File: config.mk
export PLATFORM = sky130hd
export DESIGN_NAME = hdb3_tx_sched
export DESIGN_NICKNAME = d
export VERILOG_FILES = /design/src/rtl/hdb3_tx_sched.sv
export SDC_FILE = /design/constraint.sdc
export NUM_CORES = 1
export LEC_CHECK = 0
export CORE_ASPECT_RATIO = 1.1
export CORE_UTILIZATION = 46
export CTS_BUF_LIST = sky130_fd_sc_hd__clkbuf_8
export CTS_CLUSTER_SIZE = 10
export DETAILED_ROUTE_END_ITERATION = 16
export PLACE_DENSITY = 0.78
export SYNTH_ARGS = -nofsm -noshare
export SYNTH_HDL_FRONTEND = slang
export SYNTH_SLANG_ARGS = --single-unit
export TNS_END_PERCENT = 100
File: constraint.sdc
create_clock -name clk -period 1.45 [get_ports clk]
set_input_delay 0.2175 -clock clk [delete_from_list [all_inputs] [get_ports clk]]
set_output_delay 0.2175 -clock clk [all_outputs]
set_load 0.02 [all_outputs]
File: src/rtl/hdb3_tx_sched.sv
// Two-requester byte scheduler feeding a serial bit stream to an HDB3 encoder.
// Bytes are accepted from a round-robin arbiter on bit-period ticks and shifted
// out MSB first, back-to-back when another byte is waiting.
module hdb3_tx_sched #(
    parameter int unsigned DIV      = 25,
    parameter bit          IDLE_BIT = 1'b0
) (
    input  logic       clk,
    input  logic       rst_n,
    input  logic       enable,
    input  logic       req0_valid,
    input  logic [7:0] req0_data,
    output logic       req0_ready,
    input  logic       req1_valid,
    input  logic [7:0] req1_data,
    output logic       req1_ready,
    output logic       data_out,
    output logic       bit_stb,
    output logic       busy,
    output logic       grant
);

    typedef enum logic [0:0] {StIdle, StShift} state_e;

    localparam logic [7:0] CntMax = 8'(DIV - 1);

    state_e     state_q, state_d;
    logic [7:0] cnt_q, cnt_d;
    logic [7:0] shreg_q, shreg_d;
    logic [2:0] idx_q, idx_d;
    logic       grant_q, grant_d;
    logic       last_q, last_d;
    logic       bit_stb_q;

    logic       tick;
    logic       any_valid;
    logic       sel;
    logic       can_accept;
    logic       accept;
    logic [7:0] load_data;

    assign tick       = enable && (cnt_q == CntMax);
    assign any_valid  = req0_valid || req1_valid;
    // With both valid the requester that did not win last time takes the slot.
    assign sel        = (req0_valid && req1_valid) ? ~last_q : req1_valid;
    assign can_accept = (state_q == StIdle) || (idx_q == 3'd0);
    assign accept     = tick && any_valid && can_accept;
    assign load_data  = sel ? req1_data : req0_data;

    // Ready pulses are combinational so the requester sees them in the tick cycle.
    assign req0_ready = rst_n && accept && !sel;
    assign req1_ready = rst_n && accept && sel;

    assign data_out = (state_q == StShift) ? shreg_q[7] : IDLE_BIT;
    assign busy     = (state_q == StShift);
    assign bit_stb  = bit_stb_q;
    assign grant    = grant_q;

    // Bit-period counter: wraps at DIV-1, frozen while enable is low.
    always_comb begin
        cnt_d = cnt_q;
        if (enable) begin
            cnt_d = (cnt_q == CntMax) ? 8'd0 : cnt_q + 8'd1;
        end
    end

    // Next-state logic for the accept/shift FSM and the arbiter history.
    always_comb begin
        state_d = state_q;
        shreg_d = shreg_q;
        idx_d   = idx_q;
        grant_d = grant_q;
        last_d  = last_q;
        if (tick) begin
            if (accept) begin
                shreg_d = load_data;
                idx_d   = 3'd7;
                state_d = StShift;
                grant_d = sel;
                last_d  = sel;
            end else begin
                case (state_q)
                    StShift: begin
                        if (idx_q != 3'd0) begin
                            shreg_d = {shreg_q[6:0], 1'b0};
                            idx_d   = idx_q - 3'd1;
                        end else begin
                            state_d = StIdle;
                        end
                    end
                    default: state_d = StIdle;
                endcase
            end
        end
    end

    // State registers with synchronous active-low reset.
    always_ff @(posedge clk) begin
        if (!rst_n) begin
            state_q   <= StIdle;
            cnt_q     <= 8'd0;
            shreg_q   <= 8'd0;
            idx_q     <= 3'd0;
            grant_q   <= 1'b0;
            last_q    <= 1'b1;
            bit_stb_q <= 1'b0;
        end else begin
            state_q   <= state_d;
            cnt_q     <= cnt_d;
            shreg_q   <= shreg_d;
            idx_q     <= idx_d;
            grant_q   <= grant_d;
            last_q    <= last_d;
            bit_stb_q <= tick;
        end
    end

endmodule
## Yosys cells after proc, flatten, opt, wreduce, memory -nomap -nowiden

Index checks and enable logic that the tools add are counted.

- Bits in registers: 23
- Output and inout bits: 6
- Word-level logic and storage cells: 41

- Add/sub/neg operators: 2
- Eq/ne operators: 1
- Mux-type cells: 13
- Bitwise gates (word level): 2
- Reduce and logical (&&, ||, !) cells: 16

Operators by type and width:

| operator | number |
|---|---|
| $mux 8 | 5 |
| $mux 3 | 3 |
| $add 8x1->8 const B | 1 |
| $eq 8x5->1 const B | 1 |
| $logic_and 1x1->1 | 7 |
| $mux 1 | 5 |
| $reduce_bool 2->1 | 2 |
| $logic_not 3->1 | 1 |
| $reduce_and 3->1 | 1 |
| $reduce_bool 3->1 | 1 |
| $sub 3x1->3 const B | 1 |
| $logic_or 1x1->1 | 2 |
| $not 1->1 | 2 |
| $reduce_and 2->1 | 1 |
| $logic_not 1->1 | 1 |

## Depth between registers and ports, before layout

- Depth in word-level cells: 6
- Gate-level depth with buffers: 8
- Gate-level depth less buffers: 7

## Least setup slack after synthesis

Ideal clock, no wire load.

- Path type: register -> output
- From: register cnt_q[0]
- To: output req0_ready
- Arrival time: 1484 ps
- Data required time: 1233 ps
- Slack: -252 ps
- Stages on the path, launching flop included: 8
- Buffers on the path: 1
- Cell sequence: dfxtp_1 inv_1 ha_1 and4_1 and4bb_1 buf_6 nand2_1 nor2_1

- Longest elaborated chain between the ends: 6

Ends and longest elaborated chain:

| item | RTL line | text |
|---|---|---|
| start, declared | 28 | `logic [7:0] cnt_q, cnt_d;` |
| start signal, assigned | 109 | `cnt_q <= cnt_d;` |
| $eq 8x5->1 | 42 | `assign tick = enable && (cnt_q == CntMax);` |
| $logic_and 1x1->1 | 42 |  |
| $logic_and 1x1->1 (2 in series) | 47 | `assign accept = tick && any_valid && can_accept;` |
| $logic_and 1x1->1 (2 in series) | 51 | `assign req0_ready = rst_n && accept && !sel;` |
| end, declared | 13 | `output logic req0_ready,` |

Every way passes these cells.

## Worst setup path after layout

- From: register idx_q[0]
- To: output req1_ready

- Longest elaborated chain between the ends: 5

Ends and longest elaborated chain:

| item | RTL line | text |
|---|---|---|
| start, declared | 30 | `logic [2:0] idx_q, idx_d;` |
| start signal, assigned | 111 | `idx_q <= idx_d;` |
| $logic_not 3->1 | 46 | `assign can_accept = (state_q == StIdle) \|\| (idx_q == 3'd0);` |
| $logic_or 1x1->1 | 46 |  |
| $logic_and 1x1->1 | 47 |  |
| $logic_and 1x1->1 (2 in series) | 52 | `assign req1_ready = rst_n && accept && sel;` |
| end, declared | 16 | `output logic req1_ready,` |

Every way passes these cells.

==> metrics.md <==
| Metric | Value |
|---|---|
| Max Transition Viols Final | `0` |
| # placed instances | `202` |
| CORE AREA | `2270 um^2` |
| TritonCTS clock tree | `built` |
| Cell Area, Placed | `1640 um^2` |
| Fin cells | `217` |
| Filler Cells Inserted | `108` |
| Post-Synth XOR/XNOR Area | `5.43%` |
| Syn Area/Cell | `9.11 um^2` |
| Failing checks | `setup timing` |
| Root buffer cell | `clkbuf_8` |
| Critical Path Fanout Max | `3` |
| Period minus WS final | `1820 ps` |
| Critical path class | `reg2out` |
| Max-Cap Viols | `0` |
| Number of distinct library cells after synthesis | `31` |
| Synth Area in Compound Gates | `14.4%` |
| Fin Hold WS | `477 ps` |
| Most used cell along the critical path | `ha_4` |
| #FFs+latches synth | `23` |
| # setup viols final | `16` |
| Final setup TNS | `-4640 ps` |
| Synth Area in Simple Gates | `20.7%` |
| Least-Margin Pin Slew | `270 ps` |
| Diodes inserted | `0` |
| First-pass DRT Iterations | `6` |
| CTS Buffer Depth | `2` |
| Initial antenna violation count | `0` |
| Post-route DRC | `0` |
| Final Skew | `1.11 ps` |
| Status | `finished, violations left` |
| Final net count | `213` |
| Post-Syn Instances | `124` |
| Power Density | `622 nW/um^2` |
| DR vias | `1150` |
| GRT Total Usage | `23.8%` |
| Avg Vias per Cell | `5.30` |
| Pleak | `0.825 nW` |
| Internal | `933 uW` |
| Antenna-violating nets left | `0` |
| Fin util | `85.6%` |
| I/O pin count | `27` |
| Most common cell after layout, fill and taps aside | `buf_4` |
| Most frequent cells in the layout | `buf_4, nor2_1, clkdlybuf4s50_1` |
| Final worst slack | `-375 ps` |
| Peak supply drop | `0.755 mV` |
| Sw Pwr | `278 uW` |
| Adder-cell share of the synthesized area | `4.43%` |
| Fin area | `1950 um^2` |
| Pwr Total | `1.21 mW` |
| Routed length per placed instance | `16.7 um` |
| Area delta synth->final | `72.3%` |
| Die width | `49.3 um` |
| Top_reg_cell synth | `dfxtp_1` |
| Die Y | `54.0 um` |
| Share of layout cells above drive strength 1 | `44.9%` |
| Die ar. | `2660 um^2` |
| F_max | `548 MHz` |
| Crit-path slowest cell | `and4bb_4` |
| Seq pwr share | `53.0%` |
| Final Hold Violating Endpoints | `0` |
| Cell area after synthesis | `1130 um^2` |
| Hpwl dp | `2.05 mm` |
| Unrepaired setup endpoints after global routing | `yes` |
| Worst-path cell chain | `inv_2 -> ha_4 -> ha_4 -> nor2b_4 -> and4bb_4 -> and3_4 -> buf_6` |
| Drt initial violations | `16` |
| Synth warnings | `0` |
| CTS Sinks | `23` |
| Row count | `18` |
| Worst slack at placement | `-851 ps` |
| Crit path launch type | `flip-flop` |
| Largest family of logic cells by synthesized area | `simple AND/OR/NAND/NOR gates` |
| Fin crit share | `126%` |
| Grt total ovfl | `0` |
| Largest net degree at the start of global routing | `14` |
| IO Port Bufs | `26` |
| WP data required | `1230 ps` |
| Post-synth ARST share | `0%` |
| WL final | `3.63 mm` |
| Clk network pwr share | `32.8%` |
| GP Congestion | `0.726` |
| Slew HR | `81.9%` |
| Arrival time at the worst endpoint | `1610 ps` |
| Num CTS Buffers | `3` |
| Sequential share of the synthesized area | `40.8%` |
| Crit. End Element | `primary output` |
| Initial core utilization | `49.7%` |
| Worst Hold Class | `reg2reg` |
| Combinational cell fraction of total power | `14.2%` |
| Switch share | `23.0%` |
| Vias in the first global route | `1112` |
| First-pass GRT wire length | `4.65 mm` |
| Post-synthesis mux area share | `8.97%` |
| Mapped Nets | `149` |
| H-tree levels | `1` |
| Post-synth EDFFs | `0` |
| Clock Latency Late Sink | `270 ps` |
| Clock-pin slew on the worst setup and hold paths | `80 ps` |
| Worst stage delay on the critical path | `330 ps` |
-- final cells by class --
cell class                 instances  area [um^2]  area share, %
timing repair buffer              63          576           29.6
clock inverter                     1         5.00          0.257
clock buffer                       3         41.3           2.12
multi-input combinational         89          792           40.7
tap                               30         37.5           1.93
sequential                        23          465           23.9
inverter                           8         30.0           1.54
-- power groups by stage --
stage                     combinational, mW  sequential (mW)  clock [mW]
after CTS                             0.154            0.641       0.403
after global placement                0.140            0.655           0
after global routing                  0.186            0.642       0.441
after floorplan                      0.0519            0.658           0
after detailed placement              0.146            0.656           0
final                                 0.172            0.642       0.398
-- cells in the mapped netlist (all sizes together), types with 2 or more instances --
cell type	n	area, um^2
dfxtp	23	460
nor2	24	90.1
nand3	2	10.0
ha	4	50.1
nand4	2	12.5
mux2i	9	90.1
inv	8	30.0
xor2	3	26.3
nand2	9	36.3
a21oi	3	15.0
nand2b	3	18.8
a211oi	7	82.6
o22ai	2	12.5
o21ai	7	35.0
buf	3	26.3
xnor2	4	35.0
-- final timing paths --
check / startpoint / end / slack [ps] / depth (start not counted)
setup / recovery: idx_q[0] / req1_ready / -370 / 7
hold / removal: grant / grant / 480 / 2
setup reg to reg: idx_q[0] / shreg_q[0] / -360 / 10
hold reg to reg: grant / grant / 480 / 2
-- logic make-up after synthesis --
logic type      after synthesis
simple gates                 47
mux                          10
fa+ha+maj                     4
buf+inv                      12
flops                        23
compound gates               21
xor+xnor                      7
-- critical path: cells and delay by family (launching register included) --
kind	cells	cell delay, ps
AND/OR/NAND/NOR	3	560
flip-flops	1	320
buffers and inverters	2	180
adder cells (fa/ha/maj)	2	270
-- layer usage --
layer,track usage (%),vias up,part of all wire (%)
met1,22.6,544,35
met2,49.3,46,57
met3,3.95,12,4.6
met4,12.3,0,3.3
li1,-,548,-
met5,0,-,0
-- timing repair --
action,4_1_cts,5_1_grt
gates resized for setup,42,17
pin swaps,9,5
endpoints found under the hold margin,0,0
endpoints found under the setup margin,18,25
buffers inserted,3,9
hold buffers,0,0
-- sequential cells by signal (all words and copies together), names as in the netlist --
| register | count |
|---|---|
| shreg_q | 8 |
| last_q | 1 |
| idx_q | 3 |
| bit_stb | 1 |
| busy | 1 |
| grant | 1 |
| cnt_q | 8 |
Note: power is estimated with default switching activity, not from simulation.
==> variant 1 (same settings) <==
Reset style: asynchronous (`rst_n`), changed in one clocked block. Comments in the files are not updated.
--- a/src/rtl/hdb3_tx_sched.sv
+++ b/src/rtl/hdb3_tx_sched.sv
@@ -96,5 +96,5 @@
 
     // State registers with synchronous active-low reset.
-    always_ff @(posedge clk) begin
+    always_ff @(posedge clk or negedge rst_n) begin
         if (!rst_n) begin
             state_q   <= StIdle;
Function: same outputs for any inputs over 10 cycles, from zero or initial values and one cycle with rst_n low; that may be too few to reach the edited logic, so the function may still have changed.
==> variant 1 against the original RTL <==
- synthesized area rose by 9.2%
- worst setup slack got worse by 210 ps
- via count fell by 6.1%
- sequential cell count did not move
- largest cell class unchanged
- routed wire length fell by 13%
- non-clock buffer count fell by 5
- the run still ends with setup timing left
- cell area rose by 2.2%
Power is not compared: it rests on default switching activity, and its combinational part moved more than twofold at a synthesized area within 25%.
==> variant 1: results (changes against the original RTL) <==
stage,metric,value,unit,change
sta,slack of the critical path,-586.1,ps,was -375.0 ps
synthesis,synth unique cells,41,,was 31
cells_and_area,sequential cell area share,0.2898,,was 0.2391
placed_design,post-detail-place hpwl,2022,um,was 2046 um
worst_setup_path,CP Data Arrival Time,1820,ps,was 1610 ps
placed_design,pre-CTS WS,-1093,ps,was -851.1 ps
sta,WHS,455.7,ps,was 477.0 ps
routing,vias per inst,5.268,,was 5.300
status,status,"finished, violations left",,unchanged
worst_setup_path,worst reg-to-reg path cell count,8,,was 10
cells_and_area,Non-clock buffer share,0.2665,,was 0.2956
worst_setup_path,worst-path maximum fanout,2,,was 3
cells_and_area,Multi-input gate area,772.0,um2,was 792.0 um2
cells_and_area,multi-input logic cell count,82,,was 89
placed_design,Inst Count DP,197,,was 202
synthesis,"Net Count, Synth",143,,was 149
min_path,Hold Crit Class,primary input to async pin,,was flip-flop to flip-flop
placed_design,global placement routability congestion,0.8038,,was 0.7264
status,failing checks,setup timing,,unchanged
worst_setup_path,slowest CP cell,or4b_4,,was and4bb_4
worst_setup_path,"setup slack, reg-to-reg",-550,ps,was -360 ps
sta,setup_tns,-9243,ps,was -4639 ps
worst_setup_path,Worst R2R Start,cnt_q[6],,was idx_q[0]
sta,worst slew pin tran,439.6,ps,was 270.5 ps
cells_and_area,Finished Layout Cells,205,,was 217
sta,final setup fails,22,,was 16
synthesis,"FFs w/ async S/R, synth",1.000,,was 0
global_route,largest net degree at the start of global routing,24,,was 14
cts,Resize count post-CTS,41,,was 42
routing,drt wl/cell,15.38,um,was 16.74 um
-- variant 1: cell count changes in the layout (fill, tap and decap cells not counted), moves of 4 or more --
cell,before,now
buf_4,32,26
nor2_1,23,4
dfxtp_1,19,0
nand2_1,5,16
dfxtp_2,4,0
dfrtp_1,0,22
a211oi_2,6,0
o2bb2ai_2,0,4
o21ai_1,0,7
-- variant 1: cell families (layout without fill, tap and decap cells) --
family / after synthesis / in the layout / synth area share
adders and majority gates: 4 / 4 / 0.04057
xor gates and xnor gates: 4 / 4 / 0.02840
DFF: 23 / 23 / 0.4676
AOI/OAI and AO/OA: 27 / 27 / 0.1562
and+or+nand+nor: 38 / 38 / 0.1674
muxes: 9 / 9 / 0.07505
buffers and inverters: 13 / 69 / 0.06490
-- variant 1: per-layer routing --
layer,routed length (um),share of wire,vias to the layer above,GRT usage
li1,-,-,529,-
met5,0,0,-,0
met1,1263,0.40,525,0.2663
met3,84,0.027,6,0.03523
met2,1762,0.56,20,0.4063
met4,43,0.014,0,0.08880
==> variant 2 (same flow settings) <==
Made on the original files. `DIV`: 25 -> 18.
--- a/src/rtl/hdb3_tx_sched.sv
+++ b/src/rtl/hdb3_tx_sched.sv
@@ -3,5 +3,5 @@
 // out MSB first, back-to-back when another byte is waiting.
 module hdb3_tx_sched #(
-    parameter int unsigned DIV      = 25,
+    parameter int unsigned DIV      = 18,
     parameter bit          IDLE_BIT = 1'b0
 ) (
Behaviour: same outputs for any inputs over 10 cycles, from zero or initial values and one cycle with rst_n low; that may be too few to reach the edited logic, so the function may still have changed.
==> variant 2 against the original RTL <==
- the run still ends with setup timing left
- synthesized area increased by 1.1%
- worst setup slack got worse by 16 ps
- sequential cell count unchanged
- cell area decreased by 3.0%
- sequential power about the same
- routed wire length decreased by 11%
- power increased by 1.6%
- die area increased by 1.1%
- largest cell class unchanged
==> variant 2: results (changes against the original RTL) <==
stage,metric,value,unit,change
sta,setup_tns,-2868,ps,was -4639 ps
cells_and_area,layout cell share with drive strength beyond 1,0.4222,,was 0.4492
sta,final setup fails,16,,unchanged
sta,Clock Skew,4.564,ps,was 1.115 ps
routing,met3 wire len,116,um,was 167 um
synthesis,"Seq/Total Area, Yosys",0.4031,,was 0.4075
power_and_ir_drop,P_leak,0.7670,nW,was 0.8250 nW
synthesis,Synth Area in XOR/XNOR,0.05367,,was 0.05426
synthesis,synth unique cells,30,,was 31
status,failing checks,setup timing,,unchanged
routing,TritonRoute pass-1 iters,4,,was 6
worst_setup_path,worst-path maximum fanout,4,,was 3
global_route,GRT Total Usage,0.2307,,was 0.2376
synthesis,largest cells by area after synthesis,"dfxtp_1 40%, mux2i_1 8.8%, nor2_1 8.2%",,"was dfxtp_1 41%, mux2i_1 8.0%, nor2_1 8.0%"
global_route,vias in the first global route,1097,,was 1112
sta,slack of the critical path,-391.3,ps,was -375.0 ps
worst_setup_path,Worst R2R Start,idx_q[1],,was idx_q[0]
worst_setup_path,worst r2r dst,last_q,,was shreg_q[0]
routing,drt wl/cell,15.43,um,was 16.74 um
routing,wl on met1,1278,um,was 1289 um
routing,DR iter-0 viols,15,,was 16
status,status,"finished, violations left",,unchanged
power_and_ir_drop,Max rail drop VDD,0.0007142,V,was 0.0007546 V
synthesis,Synth Area in Compound Gates,0.1446,,was 0.1440
min_path,Hold Crit Start,last_q,,was grant
min_path,Hold Path Sink,last_q,,was grant
placed_design,global placement routability congestion,0.7884,,was 0.7264
placed_design,pre-CTS WS,-778.1,ps,was -851.1 ps
worst_setup_path,worst reg-to-reg path cell count,11,,was 10
routing,Routed WL,3240,um,was 3632 um
-- variant 2: what timing repair did --
item | in CTS | in global routing
setup endpoints to repair | 18 | 25
pin swaps | 10 | 3
gates resized for setup | 30 | 19
buffers inserted | 5 | 2
cloned | 0 | 0
-- variant 2: routing by layer --
metal,vias up,global-route usage
met5,-,0
met4,0,0.1048
met3,22,0.03611
met2,40,0.4566
met1,551,0.2453
li1,537,-
-- variant 2: cell type report --
type,count,area (um2)
clock inverters,1,3.754
inverters,7,26.28
multi-input cells,89,788.3
fillers,137,409.1
well taps,30,37.54
clock buffers,3,41.29
flip-flops and latches,23,465.4
repair buffers,57,525.5
-- variant 2: power by group --
group	switching (W)	internal [W]	leakage (nW)
combinational	0.0000711	0.000107	0.553
clock	0.000220	0.000190	0.0269
sequential	0.00000479	0.000638	0.187
-- variant 2: worst max-delay path, cell delays in order, from the launching register on --
cell      delay, ps
dfxtp_2         340
inv_2            40
ha_4            160
ha_4            160
nor2b_4         120
and4bb_4        230
and3_4          180
buf_6           120
